$ cat config.mk
export PLATFORM = sky130hd
export DESIGN_NAME = dmem_lsu
export DESIGN_NICKNAME = d
export VERILOG_FILES = /design/src/rtl/dmem_lsu.sv
export SDC_FILE = /design/constraint.sdc
export NUM_CORES = 1
export LEC_CHECK = 0
export BUFFER_PORTS_ARGS = -buffer_cell sky130_fd_sc_hd__buf_2
export CAP_MARGIN = 10
export CORE_AREA = 2 2 109 111
export CTS_BUF_LIST = sky130_fd_sc_hd__clkbuf_8
export DETAILED_ROUTE_END_ITERATION = 8
export DIE_AREA = 0 0 111 113
export PLACE_DENSITY = 0.95
export SLEW_MARGIN = 30
export SYNTH_ARGS = -nofsm -noshare
export SYNTH_HDL_FRONTEND = slang
export SYNTH_SLANG_ARGS = --single-unit
$ cat constraint.sdc
create_clock -name clk -period 7.3 [get_ports clk]
set_clock_uncertainty 0.05 [all_clocks]
set_input_delay 1.46 -clock clk [delete_from_list [all_inputs] [get_ports clk]]
set_output_delay 1.46 -clock clk [all_outputs]
set_load 0.01 [all_outputs]
$ cat src/rtl/dmem_lsu.sv
// Load/store unit driving a word-wide, synchronous-read data RAM.
// Handles one RV32I load/store at a time. Sub-word stores are done as
// read-modify-write. Illegal, misaligned and out-of-range requests are
// answered without any memory access.
module dmem_lsu #(
   parameter int unsigned RAM_BYTES = 2048
) (
   input  logic        clk,
   input  logic        rst,
   input  logic        req_valid,
   output logic        req_ready,
   input  logic        req_we,
   input  logic [2:0]  req_funct3,
   input  logic [31:0] req_addr,
   input  logic [31:0] req_wdata,
   output logic        resp_valid,
   output logic [31:0] resp_rdata,
   output logic [1:0]  resp_err,
   output logic        busy,
   output logic [31:0] mem_address,
   output logic [31:0] mem_data_in,
   output logic        mem_we,
   input  logic [31:0] mem_data_out
);

   typedef enum logic [2:0] {
      IDLE    = 3'd0,
      LD_ADDR = 3'd1,
      LD_DATA = 3'd2,
      ST_WR   = 3'd3,
      RMW_RD  = 3'd4,
      RMW_WR  = 3'd5
   } state_t;

   localparam logic [1:0] ERR_OK    = 2'b00;
   localparam logic [1:0] ERR_ALIGN = 2'b01;
   localparam logic [1:0] ERR_RANGE = 2'b10;
   localparam logic [1:0] ERR_ILL   = 2'b11;

   state_t      state;
   logic [2:0]  funct3_q;
   logic [1:0]  lane_q;
   logic [31:0] wdata_q;
   logic [31:0] data_in_q;
   logic        illegal;
   logic        misaligned;
   logic        out_of_range;
   logic [1:0]  err_code;

   // Select the addressed byte/halfword and extend it to 32 bits.
   function automatic logic [31:0] load_extend(input logic [2:0] f3,
                                               input logic [1:0] lane,
                                               input logic [31:0] word);
      logic [7:0]  b;
      logic [15:0] h;
      logic [31:0] r;
      b = word[8*lane +: 8];
      h = lane[1] ? word[31:16] : word[15:0];
      case (f3)
         3'd0:    r = {{24{b[7]}}, b};
         3'd1:    r = {{16{h[15]}}, h};
         3'd4:    r = {24'd0, b};
         3'd5:    r = {16'd0, h};
         default: r = word;
      endcase
      return r;
   endfunction

   // Replace the target byte/halfword lane of the read word with store data.
   function automatic logic [31:0] store_merge(input logic [2:0] f3,
                                               input logic [1:0] lane,
                                               input logic [31:0] word,
                                               input logic [31:0] wdata);
      logic [31:0] r;
      r = word;
      if (f3 == 3'd0) begin
         r[8*lane +: 8] = wdata[7:0];
      end else if (lane[1]) begin
         r[31:16] = wdata[15:0];
      end else begin
         r[15:0] = wdata[15:0];
      end
      return r;
   endfunction

   // Request classification with priority illegal > misaligned > out of range.
   always_comb begin
      illegal      = req_we ? (req_funct3 >= 3'd3)
                            : (req_funct3 == 3'd3 || req_funct3 == 3'd6 || req_funct3 == 3'd7);
      misaligned   = (req_funct3[1:0] == 2'd1 && req_addr[0]) ||
                     (req_funct3[1:0] == 2'd2 && req_addr[1:0] != 2'b00);
      out_of_range = (req_addr >= 32'(RAM_BYTES));
      err_code     = ERR_OK;
      if (illegal) begin
         err_code = ERR_ILL;
      end else if (misaligned) begin
         err_code = ERR_ALIGN;
      end else if (out_of_range) begin
         err_code = ERR_RANGE;
      end
   end

   assign req_ready = (state == IDLE);
   assign busy      = (state != IDLE);

   // The RAM's read word only arrives in the RMW_WR cycle, so the merged
   // word is driven straight through during that single write cycle; every
   // other cycle presents the registered write word.
   assign mem_data_in = (state == RMW_WR)
                        ? store_merge(funct3_q, lane_q, mem_data_out, wdata_q)
                        : data_in_q;

   // Control FSM with registered memory-side and response outputs.
   always_ff @(posedge clk or posedge rst) begin
      if (rst) begin
         state       <= IDLE;
         resp_valid  <= 1'b0;
         resp_rdata  <= '0;
         resp_err    <= ERR_OK;
         mem_address <= '0;
         data_in_q   <= '0;
         mem_we      <= 1'b0;
         funct3_q    <= '0;
         lane_q      <= '0;
         wdata_q     <= '0;
      end else begin
         resp_valid <= 1'b0;
         mem_we     <= 1'b0;
         case (state)
            IDLE: begin
               if (req_valid) begin
                  if (err_code != ERR_OK) begin
                     resp_valid <= 1'b1;
                     resp_err   <= err_code;
                     resp_rdata <= '0;
                  end else begin
                     funct3_q    <= req_funct3;
                     lane_q      <= req_addr[1:0];
                     wdata_q     <= req_wdata;
                     mem_address <= {req_addr[31:2], 2'b00};
                     if (!req_we) begin
                        state <= LD_ADDR;
                     end else if (req_funct3 == 3'd2) begin
                        state     <= ST_WR;
                        mem_we    <= 1'b1;
                        data_in_q <= req_wdata;
                     end else begin
                        state <= RMW_RD;
                     end
                  end
               end
            end
            LD_ADDR: state <= LD_DATA;
            LD_DATA: begin
               resp_valid <= 1'b1;
               resp_err   <= ERR_OK;
               resp_rdata <= load_extend(funct3_q, lane_q, mem_data_out);
               state      <= IDLE;
            end
            ST_WR: begin
               resp_valid <= 1'b1;
               resp_err   <= ERR_OK;
               resp_rdata <= '0;
               state      <= IDLE;
            end
            RMW_RD: begin
               mem_we <= 1'b1;
               state  <= RMW_WR;
            end
            RMW_WR: begin
               data_in_q  <= store_merge(funct3_q, lane_q, mem_data_out, wdata_q);
               resp_valid <= 1'b1;
               resp_err   <= ERR_OK;
               resp_rdata <= '0;
               state      <= IDLE;
            end
            default: state <= IDLE;
         endcase
      end
   end

endmodule

# Word level (Yosys, flattened, before mapping)
# Cells that the tools add are included.
[totals]
register_bits = 122
in_bits = 103
out_inout_bits = 102
word_cells = 91
[classes]
add_sub_neg = 1
magnitude_cmp = 2
n_eq_ne = 19
n_shift = 3
n_mux = 35
bitwise_logic = 1
reduce_logical = 20
[ops]
columns = ["op", "n"]
rows = [
  ["2-to-1 mux 32 bit", 8],
  ["case mux 32 bit (4 select lines)", 1],
  ["case mux 32 bit (3 select lines)", 1],
  ["case mux 32 bit (2 select lines)", 1],
  ["2-to-1 mux 16 bit", 3],
  ["negation 5 -> 34 bit", 1],
  ["variable shift 8 x 34 -> 32 bit (first input constant)", 1],
  ["indexed part select 8 x 34 -> 32 bit", 1],
  ["bitwise mux 32 bit", 1],
  [">= comparator 32 x 12 -> 1 bit (second input constant)", 1],
  ["indexed part select 32 x 6 -> 8 bit", 1],
  ["equality test 3 bit (second input constant)", 6],
  ["equality test 3 x 2 -> 1 bit (second input constant)", 4],
  ["2-to-1 mux 3 bit", 4],
  ["2-to-1 mux 2 bit", 5],
  ["case mux 3 bit (3 select lines)", 1],
  ["AND reduction 3 bit", 3],
  ["nonzero test 2 bit", 4],
  ["2-to-1 mux 1 bit", 7],
  ["equality test 3 x 1 -> 1 bit (second input constant)", 2],
  ["logical NOT 3 bit", 2],
  ["!= test 2 x 1 -> 1 bit (second input constant)", 3],
  ["nonzero test 3 bit", 2],
  ["AND reduction 5 bit", 1],
  ["12 further kinds", 17],
]

# Longest topological paths before layout
[logic_depth]
ltp_word = 9
mapped_depth = 9
mapped_depth_nobuf = 7

# Worst setup path before layout
# OpenSTA, ideal clock, no wires.
[synth_path]
kind = "reg-to-output"
from = "reg lane_q[1]"
to = "out mem_data_in[10]"
arrival_ns = 2.428
t_required_ns = 5.790
path_slack_ns = 3.362
stages_incl_launch_ff = 9
path_buffers = 2
path_cell_list = "dfrtp_1 buf_2 buf_2 inv_1 ha_1 nor3b_1 a311oi_1 a211o_1 nand2_1"
[synth_between]
elab_chain_len = 5
word_cells_on_any_way = 7
classes_between = "1 x add/sub; 2 x shift; 4 x mux"
[synth_lines]
columns = ["element", "line", "source"]
rows = [
  ["start, declared", "42", "logic [1:0] lane_q;"],
  ["start signal, assigned", "138", "lane_q <= req_addr[1:0];"],
  ["negation 5 -> 34 bit", "77", "r[8*lane +: 8] = wdata[7:0];"],
  ["indexed part select 8 x 34 -> 32 bit / variable shift 8 x 34 -> 32 bit (equally long branches)", "77", ""],
  ["bitwise mux 32 bit", "77", ""],
  ["2-to-1 mux 32 bit (*)", "76", "if (f3 == 3'd0) begin"],
  ["2-to-1 mux 32 bit (*)", "110", "? store_merge(funct3_q, lane_q, mem_data_out, wdata_q)"],
  ["end, declared", "21", "output logic [31:0] mem_data_in,"],
]
# Every way passes the cells marked *; elsewhere a longest branch is shown, timed or not.

# Worst setup path after layout
[layout_path]
from = "reg funct3_q[1]"
to = "out mem_data_in[16]"
[layout_between]
elab_chain_len = 3
[layout_lines]
columns = ["element", "line", "source"]
rows = [
  ["start, declared", "41", "logic [2:0] funct3_q;"],
  ["start signal, assigned", "137", "funct3_q <= req_funct3;"],
  ["logical NOT 3 bit", "76", ""],
  ["2-to-1 mux 32 bit", "76", ""],
  ["2-to-1 mux 32 bit", "110", ""],
]
# No other way between the ends.

==> impl_metrics.csv <==
group,metric,value,unit
outcome,outcome,"completed",
yosys,synth.cells.most_frequent,"122 x dfrtp_1, 46 x nand2_1, 45 x nor2_1",
timing,timing.fmax,211,MHz
timing,fin_tns_setup,0,ps
critical_path,critical_path_depth,6,
placement,hpwl,13400,um
timing,max-slew-margin-rel,0.337,
critical_path,cp.required,5790,ps
power_and_ir_drop,p_leak,4.32,nW
timing,hold_viol,0,
yosys,yosys.area_share.simple,0.136,
critical_path,path_max_fanout,41,
yosys,synthAdderAreaFrac,0.00980,
yosys,synth_seq_cells,122,
yosys,synthesis.instances,606,
routing,postRouteAntennaNets,0,
global_routing,antenna_found_initial,0,
routing,routed_via_density,6.16,
clock_network,tritoncts,"built",
clock_network,cts_num_sinks,122,
routing,wl_per_cell,19.8,um
cells_and_area,drive_gt1_frac,0.348,
critical_path,startpoint_type,"flop",
routing,dr.first_iter.drc_count,534,
timing,fin_crit_sh,0.648,
power_and_ir_drop,vdd_drop_max,144,uV
die,io_pins,205,
critical_path,crit_slowest_cell,"or3_2",
die,initial_utilization,0.566,
clock_network,worstSkewPairLatency,450,ps
yosys,synth-edff-count,0,
run,cap_violations,0,
yosys,ys_seq_area_frac,0.478,
global_routing,grt_use_total,0.300,
yosys,ys.flop_type,"dfrtp_1",
timing,maxSlewViolCount,0,
clock_network,cts-root-buf,"clkbuf_8",
yosys,synth_area_leaders,"dfrtp_1 48%, mux2i_1 5.2%, o2bb2ai_1 4.3%",
yosys,synth_top_family_by_area,"compound AO/OA/AOI/OAI gates",
clock_network,clk_pin_slew,80,ps
die,die_w,111,um
yosys,synth_cell_type_count,56,
die,coreArea,0.0113,mm^2
routing,drc_errors,0,
critical_path,endpoint,"mem_data_in[16]",
routing,firstDrtPassIters,5,
critical_path,crit_family,"simple AND/OR/NAND/NOR gates",
critical_path,crit_buf_inv,1,
cells_and_area,utilization,0.698,
die,dieArea,0.0125,mm^2
yosys,synth-compound-area-share,0.212,
critical_path,r2r-end,"data_in_q[21]",
cells_and_area,multi_input_area,0.00309,mm^2
yosys,synth_xor_area_frac,0.00137,
critical_path,rrSetupSlack,4450,ps
cells_and_area,diodes,0,
timing,worstMarginPinSlew,991,ps
timing,min_period,4730,ps
cells_and_area,design_area,0.00787,mm^2
routing,routed_wl,18600,um
routing,vias,5805,
placement,post_dp_cell_area,0.00740,mm^2
critical_path,worstRegToRegCells,5,
cells_and_area,fillers,831,
power_and_ir_drop,p_per_area,188,mW/mm^2
placement,portBuffers,202,
yosys,syn_area_per_cell,10.5,um^2
clock_network,htree_levels,4,
critical_path,cp-end-kind,"output pin",
clock_network,numCtsBuffers,17,
yosys,async_flop_share,1.00,
global_routing,overflow,0,
critical_path,startpoint,"funct3_q[1]",
yosys,synth_top_area_share,0.478,
die,fp.dieH,113,um
global_routing,grt_max_degree,77,
worst_hold_path,hold_class,"reg2reg",
timing,rsz0062_at_grt,"no",
placement,place.gp.congestion,0.932,
clock_network,hold_buffers,0,
critical_path,crit_arrival,3220,ps
global_routing,grt_pass1_wl,29200,um
timing,setup_viol,0,
critical_path,r2r-start,"funct3_q[1]",
die,rows,39,
clock_network,cts_resized,0,
clock_network,postCtsSetupBuffers,0,
yosys,yosys.area.top_type,"dfrtp_1",
yosys,yosysMostFrequentCell,"dfrtp_1",
critical_path,path_cells,"or3_2 -> nand2_1 -> a21boi_1 -> a221oi_1 -> nor2_1 -> buf_2",
cells_and_area,area_delta_synth_final,23.3,%
clock_network,clockBufferDepth,2,
critical_path,worstSetupPathType,"reg2out",
cells_and_area,regArea,0.00305,mm^2
global_routing,grt_pass1_vias,5537,
yosys,synth_area,0.00638,mm^2
critical_path,critPathMaxStageDelay,800,ps
yosys,muxShareOfSynthArea,0.121,
yosys,yosysWarnings,0,
cells_and_area,nets,895,
## worst reg2reg max path: stages (launching register included)
cell and delay, ps:
dfrtp_2 630, or3_2 800, nand2_1 230, a21boi_1 570
a221oi_1 210, a211oi_1 260
## where the power goes
group / switching (W) / internal, W
registers: 0.00000295 / 0.000681
clock network: 0.000291 / 0.000408
logic: 0.0000593 / 0.0000412
## per-stage QoR
step	worst slack, ps	total power [W]	hold WS [ps]	cells
finish	2570	0.00148	431	943
global route	2420	0.00153	452	943
CTS	2360	0.00149	435	943
detailed placement	2870	0.000797	416	911
global placement	2710	0.000795	410	911
floorplan	2550	0.000742	430	607
## logic make-up (layout without fill, tap and decap cells)
logic type,after synthesis,after routing
AOI/OAI and AO/OA,175,175
other,1,2
xor gates and xnor gates,1,1
and+or+nand+nor,175,175
adders and majority gates,5,5
DFF,122,122
buffers and inverters,56,249
muxes,71,71
## flip-flops by register name, indices dropped and copies added (netlist names)
register / cells
data_in_q: 32
funct3_q: 3
lane_q: 2
mem_address: 30
mem_we: 1
resp_err: 2
resp_rdata: 32
resp_valid: 1
state: 3
wdata_q: 16
## final cells by class
type                            count  area share
Multi-Input combinational cell    429       0.392
Sequential cell                   122       0.388
Timing Repair Buffer              207       0.133
Clock buffer                       17      0.0297
Clock inverter                     15      0.0286
Tap cell                          143      0.0227
Inverter                           10     0.00540
## worst min-delay path by stage
stage | from | endpoint | slack [ps] | cells past startpoint
global placement | resp_rdata[15] | resp_rdata[15] | 410 | 1
global route | resp_rdata[17] | resp_rdata[17] | 450 | 1
finish | resp_rdata[15] | resp_rdata[15] | 430 | 1
CTS | resp_rdata[15] | resp_rdata[15] | 440 | 1
floorplan | wdata_q[10] | wdata_q[10] | 430 | 1
detailed placement | resp_rdata[15] | resp_rdata[15] | 420 | 1
## per-layer routing
metal,vias to the layer above,GRT usage,part of all wire
li1,2617,-,-
met1,2750,0.375,0.39
met2,363,0.489,0.48
met3,75,0.0771,0.088
met4,0,0.152,0.046
met5,-,0,0
## cells in the final DEF, fill, tap and decap left out, types with 17 or more instances in the layout
master / count
nor3_1: 23
buf_2: 202
nor2_1: 44
mux2_1: 21
nor2b_1: 36
a221oi_1: 18
a21oi_1: 34
mux2i_1: 33
o2bb2ai_1: 31
clkbuf_8: 17
o21ai_0: 17
dfrtp_1: 121
nand2_1: 46
Power figures use the tool's default switching activity.
